--- src/rtl/display_nmux_if.sv ---
// Load-side bus between the segment decoder (master) and the digit buffers (slave).
// Latency: n/a (wires only). Backpressure: busy high means loads are dropped, no ack.
interface display_nmux_if #(
    parameter int NDIG  = 4,
    parameter int SEG_W = 8
);
    localparam int IW = (NDIG > 1) ? $clog2(NDIG) : 1;

    logic             clear;
    logic             load;
    logic [IW-1:0]    bufdestino;
    logic [SEG_W-1:0] datai;
    logic             busy;
    logic             load_err;

    modport master (output clear, load, bufdestino, datai, input busy, load_err);
    modport slave  (input clear, load, bufdestino, datai, output busy, load_err);
endinterface

--- src/rtl/display_nmux.sv ---
// Time-multiplexed N-digit common-anode 7-segment driver with anti-ghost blanking and sequenced clear.
// Latency: buffer write visible on segments 1 clock later when that digit is active; outputs registered.
// Backpressure: loads dropped while busy (clear running); optional blink via DISPLAY_BLINK_EN.
module display_nmux #(
    parameter int              NDIG      = 4,
    parameter int              SEG_W     = 8,
    parameter int              SCAN_DIV  = 16384,
    parameter int              BLANK_CYC = 64,
    parameter logic [SEG_W-1:0] CLEAR_PAT = 8'b11111110
) (
    input  logic               reloj,
    input  logic               reset_n,
`ifdef DISPLAY_BLINK_EN
    input  logic [NDIG-1:0]    blink_mask,
`endif
    display_nmux_if.slave      bus,
    output logic [SEG_W-1:0]   disp_7seg_a_g_dp,
    output logic [NDIG-1:0]    anodos
);
    localparam int IW   = (NDIG > 1) ? $clog2(NDIG) : 1;
    localparam int PW   = $clog2(SCAN_DIV);
    localparam int LAST = NDIG - 1;
    localparam int PMAX = SCAN_DIV - 1;

    localparam logic [IW-1:0] IDX_MAX  = LAST[IW-1:0];
    localparam logic [IW:0]   NDIG_W   = NDIG[IW:0];
    localparam logic [PW-1:0] SCAN_MAX = PMAX[PW-1:0];
    localparam logic [PW-1:0] BLANK_W  = BLANK_CYC[PW-1:0];

    typedef enum logic {S_CLEAR = 1'b0, S_IDLE = 1'b1} state_t;

    state_t           state;
    logic [IW-1:0]    ptr;
    logic [IW-1:0]    idx;
    logic [PW-1:0]    pre;
    logic             busy_q;
    logic             load_err_q;
    logic [SEG_W-1:0] buff [NDIG];

    logic             pre_wrap;
    logic             load_hit;
    logic             load_ok;
    logic             load_bad;
    logic             clr_wr;
    logic             wr_en;
    logic [IW-1:0]    wr_idx;
    logic [SEG_W-1:0] wr_dat;
    logic [SEG_W-1:0] seg_nx;
    logic [NDIG-1:0]  an_nx;
    logic             blank_seg;

`ifdef DISPLAY_BLINK_EN
    logic [23:0]      blink_cnt;

    always_ff @(posedge reloj or negedge reset_n) begin
        if (!reset_n) begin
            blink_cnt <= '0;
        end else begin
            blink_cnt <= blink_cnt + 24'd1;
        end
    end

    assign blank_seg = blink_mask[idx] & blink_cnt[23];
`else
    assign blank_seg = 1'b0;
`endif

    assign pre_wrap = (pre == SCAN_MAX);

    // clear wins over everything on its edge, including a coincident load
    assign load_hit = (state == S_IDLE) && !bus.clear && bus.load;
    assign load_ok  = load_hit && ({1'b0, bus.bufdestino} < NDIG_W);
    assign load_bad = load_hit && ({1'b0, bus.bufdestino} >= NDIG_W);
    assign clr_wr   = (state == S_CLEAR) && !bus.clear;

    always_comb begin
        wr_en  = 1'b0;
        wr_idx = '0;
        wr_dat = '0;
        if (clr_wr) begin
            wr_en  = 1'b1;
            wr_idx = ptr;
            wr_dat = CLEAR_PAT;
        end else if (load_ok) begin
            wr_en  = 1'b1;
            wr_idx = bus.bufdestino;
            wr_dat = bus.datai;
        end
    end

    always_ff @(posedge reloj) begin
        if (reset_n && wr_en) begin
            buff[wr_idx] <= wr_dat;
        end
    end

    always_comb begin
        an_nx  = '1;
        seg_nx = '1;
        if (pre >= BLANK_W) begin
            an_nx[idx] = 1'b0;
            if (!blank_seg) begin
                seg_nx = buff[idx];
            end
        end
    end

    always_ff @(posedge reloj or negedge reset_n) begin
        if (!reset_n) begin
            state            <= S_CLEAR;
            ptr              <= '0;
            idx              <= '0;
            pre              <= '0;
            busy_q           <= 1'b1;
            load_err_q       <= 1'b0;
            disp_7seg_a_g_dp <= '1;
            anodos           <= '1;
        end else begin
            pre <= pre_wrap ? '0 : pre + 1'b1;
            if (pre_wrap) begin
                idx <= (idx == IDX_MAX) ? '0 : idx + 1'b1;
            end
            load_err_q       <= load_bad;
            disp_7seg_a_g_dp <= seg_nx;
            anodos           <= an_nx;

            if (bus.clear) begin
                state  <= S_CLEAR;
                ptr    <= '0;
                busy_q <= 1'b1;
            end else begin
                case (state)
                    S_CLEAR: begin
                        if (ptr == IDX_MAX) begin
                            state  <= S_IDLE;
                            ptr    <= '0;
                            busy_q <= 1'b0;
                        end else begin
                            ptr <= ptr + 1'b1;
                        end
                    end
                    default: begin
                        busy_q <= 1'b0;
                    end
                endcase
            end
        end
    end

    assign bus.busy     = busy_q;
    assign bus.load_err = load_err_q;
endmodule
--- src/flat_wrapper.sv ---
// flat-port wrapper written by rule: the top's interface ports become plain ports
module display_nmux_flat 
#(
    parameter int              NDIG      = 4,
    parameter int              SEG_W     = 8,
    parameter int              SCAN_DIV  = 16384,
    parameter int              BLANK_CYC = 64,
    parameter logic [SEG_W-1:0] CLEAR_PAT = 8'b11111110
)
  (reloj, reset_n, disp_7seg_a_g_dp, anodos, bus_clear, bus_load, bus_bufdestino, bus_datai, bus_busy, bus_load_err);
  display_nmux_if #(.NDIG(NDIG), .SEG_W(SEG_W)) bus_i ();
  input  logic reloj;
  input  logic reset_n;
  output logic [SEG_W-1:0] disp_7seg_a_g_dp;
  output logic [NDIG-1:0] anodos;
  input wire logic [$bits(bus_i.clear)-1:0] bus_clear;
  input wire logic [$bits(bus_i.load)-1:0] bus_load;
  input wire logic [$bits(bus_i.bufdestino)-1:0] bus_bufdestino;
  input wire logic [$bits(bus_i.datai)-1:0] bus_datai;
  output wire logic [$bits(bus_i.busy)-1:0] bus_busy;
  output wire logic [$bits(bus_i.load_err)-1:0] bus_load_err;
  assign bus_i.clear = bus_clear;
  assign bus_i.load = bus_load;
  assign bus_i.bufdestino = bus_bufdestino;
  assign bus_i.datai = bus_datai;
  assign bus_busy = bus_i.busy;
  assign bus_load_err = bus_i.load_err;
  display_nmux #(.NDIG(NDIG), .SEG_W(SEG_W), .SCAN_DIV(SCAN_DIV), .BLANK_CYC(BLANK_CYC), .CLEAR_PAT(CLEAR_PAT)) u_core (.reloj(reloj), .reset_n(reset_n), .bus(bus_i), .disp_7seg_a_g_dp(disp_7seg_a_g_dp), .anodos(anodos));
endmodule
--- config.mk ---
export PLATFORM = sky130hd
export DESIGN_NAME = display_nmux_flat
export DESIGN_NICKNAME = d
export VERILOG_FILES = /design/src/rtl/display_nmux_if.sv /design/src/rtl/display_nmux.sv /design/src/flat_wrapper.sv
export SDC_FILE = /design/constraint.sdc
export NUM_CORES = 1
export LEC_CHECK = 0
export ABC_AREA = 0
export BUFFER_PORTS_ARGS = -buffer_cell sky130_fd_sc_hd__buf_2
export CELL_PAD_IN_SITES_DETAIL_PLACEMENT = 2
export CELL_PAD_IN_SITES_GLOBAL_PLACEMENT = 2
export CORE_MARGIN = 3
export CORE_UTILIZATION = 44
export DETAILED_ROUTE_END_ITERATION = 10
export PLACE_DENSITY_LB_ADDON = 0.3
export REMOVE_ABC_BUFFERS = 1
export SYNTH_ARGS = -nofsm -noshare
export SYNTH_HDL_FRONTEND = slang
export SYNTH_SLANG_ARGS = --single-unit
--- constraint.sdc ---
create_clock -name reloj -period 4.65 [get_ports reloj]
set_input_delay 0.93 -clock reloj [delete_from_list [all_inputs] [get_ports reloj]]
set_output_delay 0.93 -clock reloj [all_outputs]
set_load 0.01 [all_outputs]
Yosys cells after proc, flatten, opt, wreduce, memory -nomap -nowiden. Memory sizes are Yosys's and may differ from the RTL's. Cells that the tools add are included.

Memories: 1. Bits in registers: 32. RAM bits: 32. Bits in latches: 0. Memory bits (read-only): 0. Logic and storage cells: 50. Input port bits: 14.

Memories: u_core.buff (words 4, width 8, rd ports 1, clocked after Yosys merged registers in 0, write ports 1, line display_nmux.sv:38) `logic [SEG_W-1:0] buff [NDIG];`.

Bitwise logic cells: 2. Reduce and logical (&&, ||, !) cells: 7. Mux-type cells: 23. Divide/modulo/power cells: 0. Add/sub/neg operators: 3. Order comparisons: 3. $mul: 0. Equality and inequality tests: 4. Shift-type cells: 0.

Operators with widths (count): 2-to-1 mux 8 bit (3); adder 14 x 1 -> 14 bit, second input constant (1); == test 14 bit, second input constant (1); >= comparator 14 x 7 -> 1 bit, second input constant (1); 2-to-1 mux 14 bit (1); 2-to-1 mux 2 bit (6); 2-to-1 mux 1 bit (11); logical AND 1 bit (5); adder 2 x 1 -> 2 bit, second input constant (2); == test 2 bit, second input constant (2); 2-to-1 mux 4 bit (1); inverter 4 bit (1); less-than comparator 2 x 3 -> 1 bit, second input constant (1); nonzero test 3 bit (1); demux 1 bit (select 2 bit) (1); >= comparator 2 x 1 -> 1 bit, second input constant (1); inequality test 2 bit, second input constant (1); zero test 1 bit (1); inverter 1 bit (1).

Depth between registers and ports, before layout.
Depth in word-level cells: 8. Depth in mapped cells: 6. Depth with buffers taken out: 5.

Least setup slack after synthesis. Ideal clock, no wire load.

Path kind: input-to-reg. Start point: input bus_clear. End point: memory u_core.buff[0][0], enable pin. Stages: 3. Data arrival time: 1.824 ns. Slack: 2.455 ns. Setup time: 0.370 ns. Buffers on the path: 0. Cell sequence: nor2_1 mux2_2 nor2_1.

Longest elaborated chain between the ends: 8. Elaborated cells between the ends (all ways): 11. Those cells by class: 6 x mux; 5 x reduce/logical.

RTL lines: from (decl) (line flat_wrapper.sv:16) `input wire logic [$bits(bus_i.clear)-1:0] bus_clear;`; zero test 1 bit (*) (line display_nmux.sv:71, display_nmux.sv:74); logical AND 1 bit (2 in a row) (line display_nmux.sv:71) `assign load_hit = (state == S_IDLE) && !bus.clear && bus.load;`; 2-to-1 mux 1 bit (line display_nmux.sv:84) `end else if (load_ok) begin`; 2-to-1 mux 1 bit (line display_nmux.sv:80) `if (clr_wr) begin`; logical AND 1 bit (line display_nmux.sv:92) `if (reset_n && wr_en) begin`; 2-to-1 mux 1 bit (line display_nmux.sv:92); 2-to-1 mux 1 bit (not written as such) (line display_nmux.sv:93) `buff[wr_idx] <= wr_dat;`; to (decl) (line display_nmux.sv:38).

Every way passes the cells marked *; elsewhere a longest branch is shown, timed or not.

Worst setup path after layout.
Start point: input reset_n. End point: memory u_core.buff[2][7], enable pin.

Longest elaborated chain between the ends: 3.

RTL lines: from (decl) (line flat_wrapper.sv:13) `input logic reset_n;`; logical AND 1 bit (line display_nmux.sv:92); 2-to-1 mux 1 bit (line display_nmux.sv:92); 2-to-1 mux 1 bit (not written as such) (line display_nmux.sv:93).

No other way between the ends.

==> impl_metrics.tcl <==
set metrics [dict create \
    status "finished clean" \
    tns_ns 0 \
    grt_max_degree 34 \
    crit_chain "buf_2 > buf_4 > nor2b_1 > nand2_1 > nor2_1" \
    cp-start-kind "primary input" \
    timing_hold_violations_final 0 \
    p_sw_uw 279 \
    dpl.hpwl_um 5210 \
    mostFrequentLayoutCell "edfxtp_1" \
    required_ns 4.61 \
    rows 28 \
    final_area_sq_mm 0.00315 \
    die_area_sq_mm 0.00724 \
    seqPwrFrac 0.508 \
    p_comb_frac 0.061 \
    postCtsSetupBuffers 0 \
    cts.sinks 64 \
    arrival_ns 2.40 \
    clk_latency_ns 0.33 \
    mostFrequentLayoutCells "edfxtp_1 (32), buf_2 (26), nand2_1 (19), dfrtp_1 (19), nor2_1 (17)" \
    fin_worst_skew_ns 0.00305 \
    routed_wl_um 7470 \
    worstPathMaxFanout 33 \
    internal_power_uw 988 \
    tightest_slew_ns 0.833 \
    rsz0062_at_grt "false" \
    hp-class "reg2reg" \
    io_pins 28 \
    p_leak_uw 0.00125 \
    synth_flop_cell "edfxtp_1" \
    routedWlPerCell_um 24.5 \
    drv_cap 0 \
    drtIter0Drc 134 \
    crit_buf_inv 2 \
    first_global_vias 1957 \
    n_antenna_cell 0 \
    via_per_inst 5.63 \
    clk_pin_slew_ns 0.07 \
    vdd_ir_drop_max_v 0.000241 \
    clockBufferDepth 2 \
    syn_area_sq_mm 0.00275 \
    syn_inst 197 \
    cts_buffers 9 \
    synthDistinctLibCells 41 \
    grt_overflow 0 \
    postPlaceCellArea_sq_mm 0.00293 \
    path_class "in2reg" \
    antenna_found_initial 0 \
    drv_slew 0 \
    postRouteAntennaNets 0 \
    cts-hold-fix-buffers 0 \
    cp_top_family "simple AND/OR/NAND/NOR gates" \
    core_sq_mm 0.00599 \
    setup_violations 0 \
    ys_seq_area_frac 0.646 \
    final.period_utilization 0.526 \
    syn2layout_area_growth_pct 14.5 \
    multi_input_area_sq_um 895 \
    slowest_stage "nor2_1" \
    drive_above_1_share 0.300 \
    fin_nets 246 \
    worst_hold_slack_ns 0.499 \
    power_density_mw_per_mm2 402 \
    fin_ws_ns 2.20 \
    slowest_delay_ns 0.65 \
    end_kind "flip-flop" \
    initial_core_util 0.459 \
    sw_frac_of_total 0.220 \
    dieHeight_um 85.1 \
    postCtsResizedCells 0 \
    route.detailed.drc 0 \
    finalCriticalPeriod_ns 2.45 \
    dr.pass1.iters 4 \
    grt_pass1_wl_um 11900 \
    ctsRootBufferMaster "clkbuf_8" \
    synth-seq-cells 64 \
    async_reset_ff_frac 0.500 \
    cts_tree "yes" \
    clkPwrFrac 0.431 \
    avgSynthCellArea_sq_um 14.0 \
    portBuffers 26 \
    gp_congestion 0.724 \
    seq_area_sq_mm 0.00178 \
    fmax_mhz 409 \
    grt_use_total 0.226 \
    vias 1718 \
    synth-edff-count 32 \
    pre_cts_ws_ns 1.88 \
    die_w_um 85.1 \
    slew_headroom 0.443 \
    yosysWarnings 0 \
    fillers 565 \
    htreeDepth 3 \
]
==> flip-flops by register name, indices dropped and copies added, names as in the netlist <==
signal                   cells
u_core.ptr                   2
u_core.state                 1
u_core.anodos                4
u_core.idx                   2
u_core.disp_7seg_a_g_dp      8
u_core.pre                  14
u_core.buff                 32
u_core.bus.busy              1
==> layer usage <==
layer | up-vias | global-route usage | wire length (um)
met5 | - | 0 | 0
met4 | 0 | 0.0835 | 199
met3 | 14 | 0.0621 | 327
met2 | 67 | 0.369 | 3830
met1 | 881 | 0.288 | 3110
li1 | 756 | - | -
==> area by class of cell <==
cell class / instances / area share
sequential: 64 / 0.564
multi-input combinational: 117 / 0.284
clock buffer: 14 / 0.0520
timing repair buffer: 27 / 0.0437
tap: 75 / 0.0298
clock inverter: 2 / 0.0191
inverter: 6 / 0.00715
==> through the flow <==
| stage | util | total power, uW | std cells |
|---|---|---|---|
| after floorplan | - | 688 | 187 |
| after global placement | 0.489 | 717 | 289 |
| after detailed placement | 0.489 | 731 | 289 |
| after CTS | 0.526 | 1280 | 305 |
| after global routing | 0.526 | 1310 | 305 |
| final | 0.526 | 1270 | 305 |
==> tightest hold or removal path, delay by kind of cell, from the launching register on <==
kind,cells,cell delay (ns)
and+or+nand+nor,2,0.13
DFF,1,0.37
==> kinds of logic (layout without fill, tap and decap cells) <==
family / Yosys count / count (layout) / synth area share
buf+inv: 16 / 49 / 0.0291
fa+ha+maj: 7 / 7 / 0.0318
compound gates: 19 / 19 / 0.0400
xor+xnor: 8 / 8 / 0.0255
other cells: 1 / 1 / 0.00136
mux: 13 / 13 / 0.0877
flops: 64 / 64 / 0.646
simple gates: 69 / 69 / 0.139
==> final timing paths <==
check | endpoint | cells past startpoint | slack [ns] | from
setup / recovery | u_core.buff[2][7]$_DFFE_PP_ | 5 | 2.20 | reset_n
min in group asynchronous | u_core.idx[1]$_DFFE_PN0N_ | 2 | 0.62 | reset_n
hold / removal | u_core.bus.busy$_DFFE_PN1P_ | 2 | 0.50 | u_core.bus.busy$_DFFE_PN1P_
hold reg to reg | u_core.bus.busy$_DFFE_PN1P_ | 2 | 0.50 | u_core.bus.busy$_DFFE_PN1P_
max in group asynchronous | u_core.bus.busy$_DFFE_PN1P_ | 2 | 3.70 | reset_n
setup reg to reg | u_core.buff[2][7]$_DFFE_PP_ | 3 | 2.36 | u_core.state$_DFF_PN0_
==> synthesized netlist by cell type (3+ instances only) <==
cell       n  share of area
o21ai_0    4         0.0073
ha_1       7          0.032
buf_4      3         0.0082
inv_1      6         0.0082
xnor2_1    4          0.013
or2_1      7          0.016
dfrtp_1   19           0.17
clkbuf_1   5         0.0068
edfxtp_1  32           0.35
dfstp_2   13           0.12
a21oi_1    8          0.015
nor2_1    17          0.023
nand2_1   19          0.026
nand4_1    3         0.0068
xor2_1     4          0.013
mux4_2     8          0.065
nand3_1    5         0.0091
==> power by group through the flow <==
| stage | logic (uW) | registers (uW) | clock network, uW |
|---|---|---|---|
| after global routing | 86.6 | 647 | 581 |
| after CTS | 78.1 | 644 | 555 |
| after detailed placement | 76.0 | 655 | 0 |
| after floorplan | 41.0 | 647 | 0 |
| after global placement | 66.1 | 650 | 0 |
| final | 76.9 | 644 | 546 |
(Power assumes the default switching activity.)
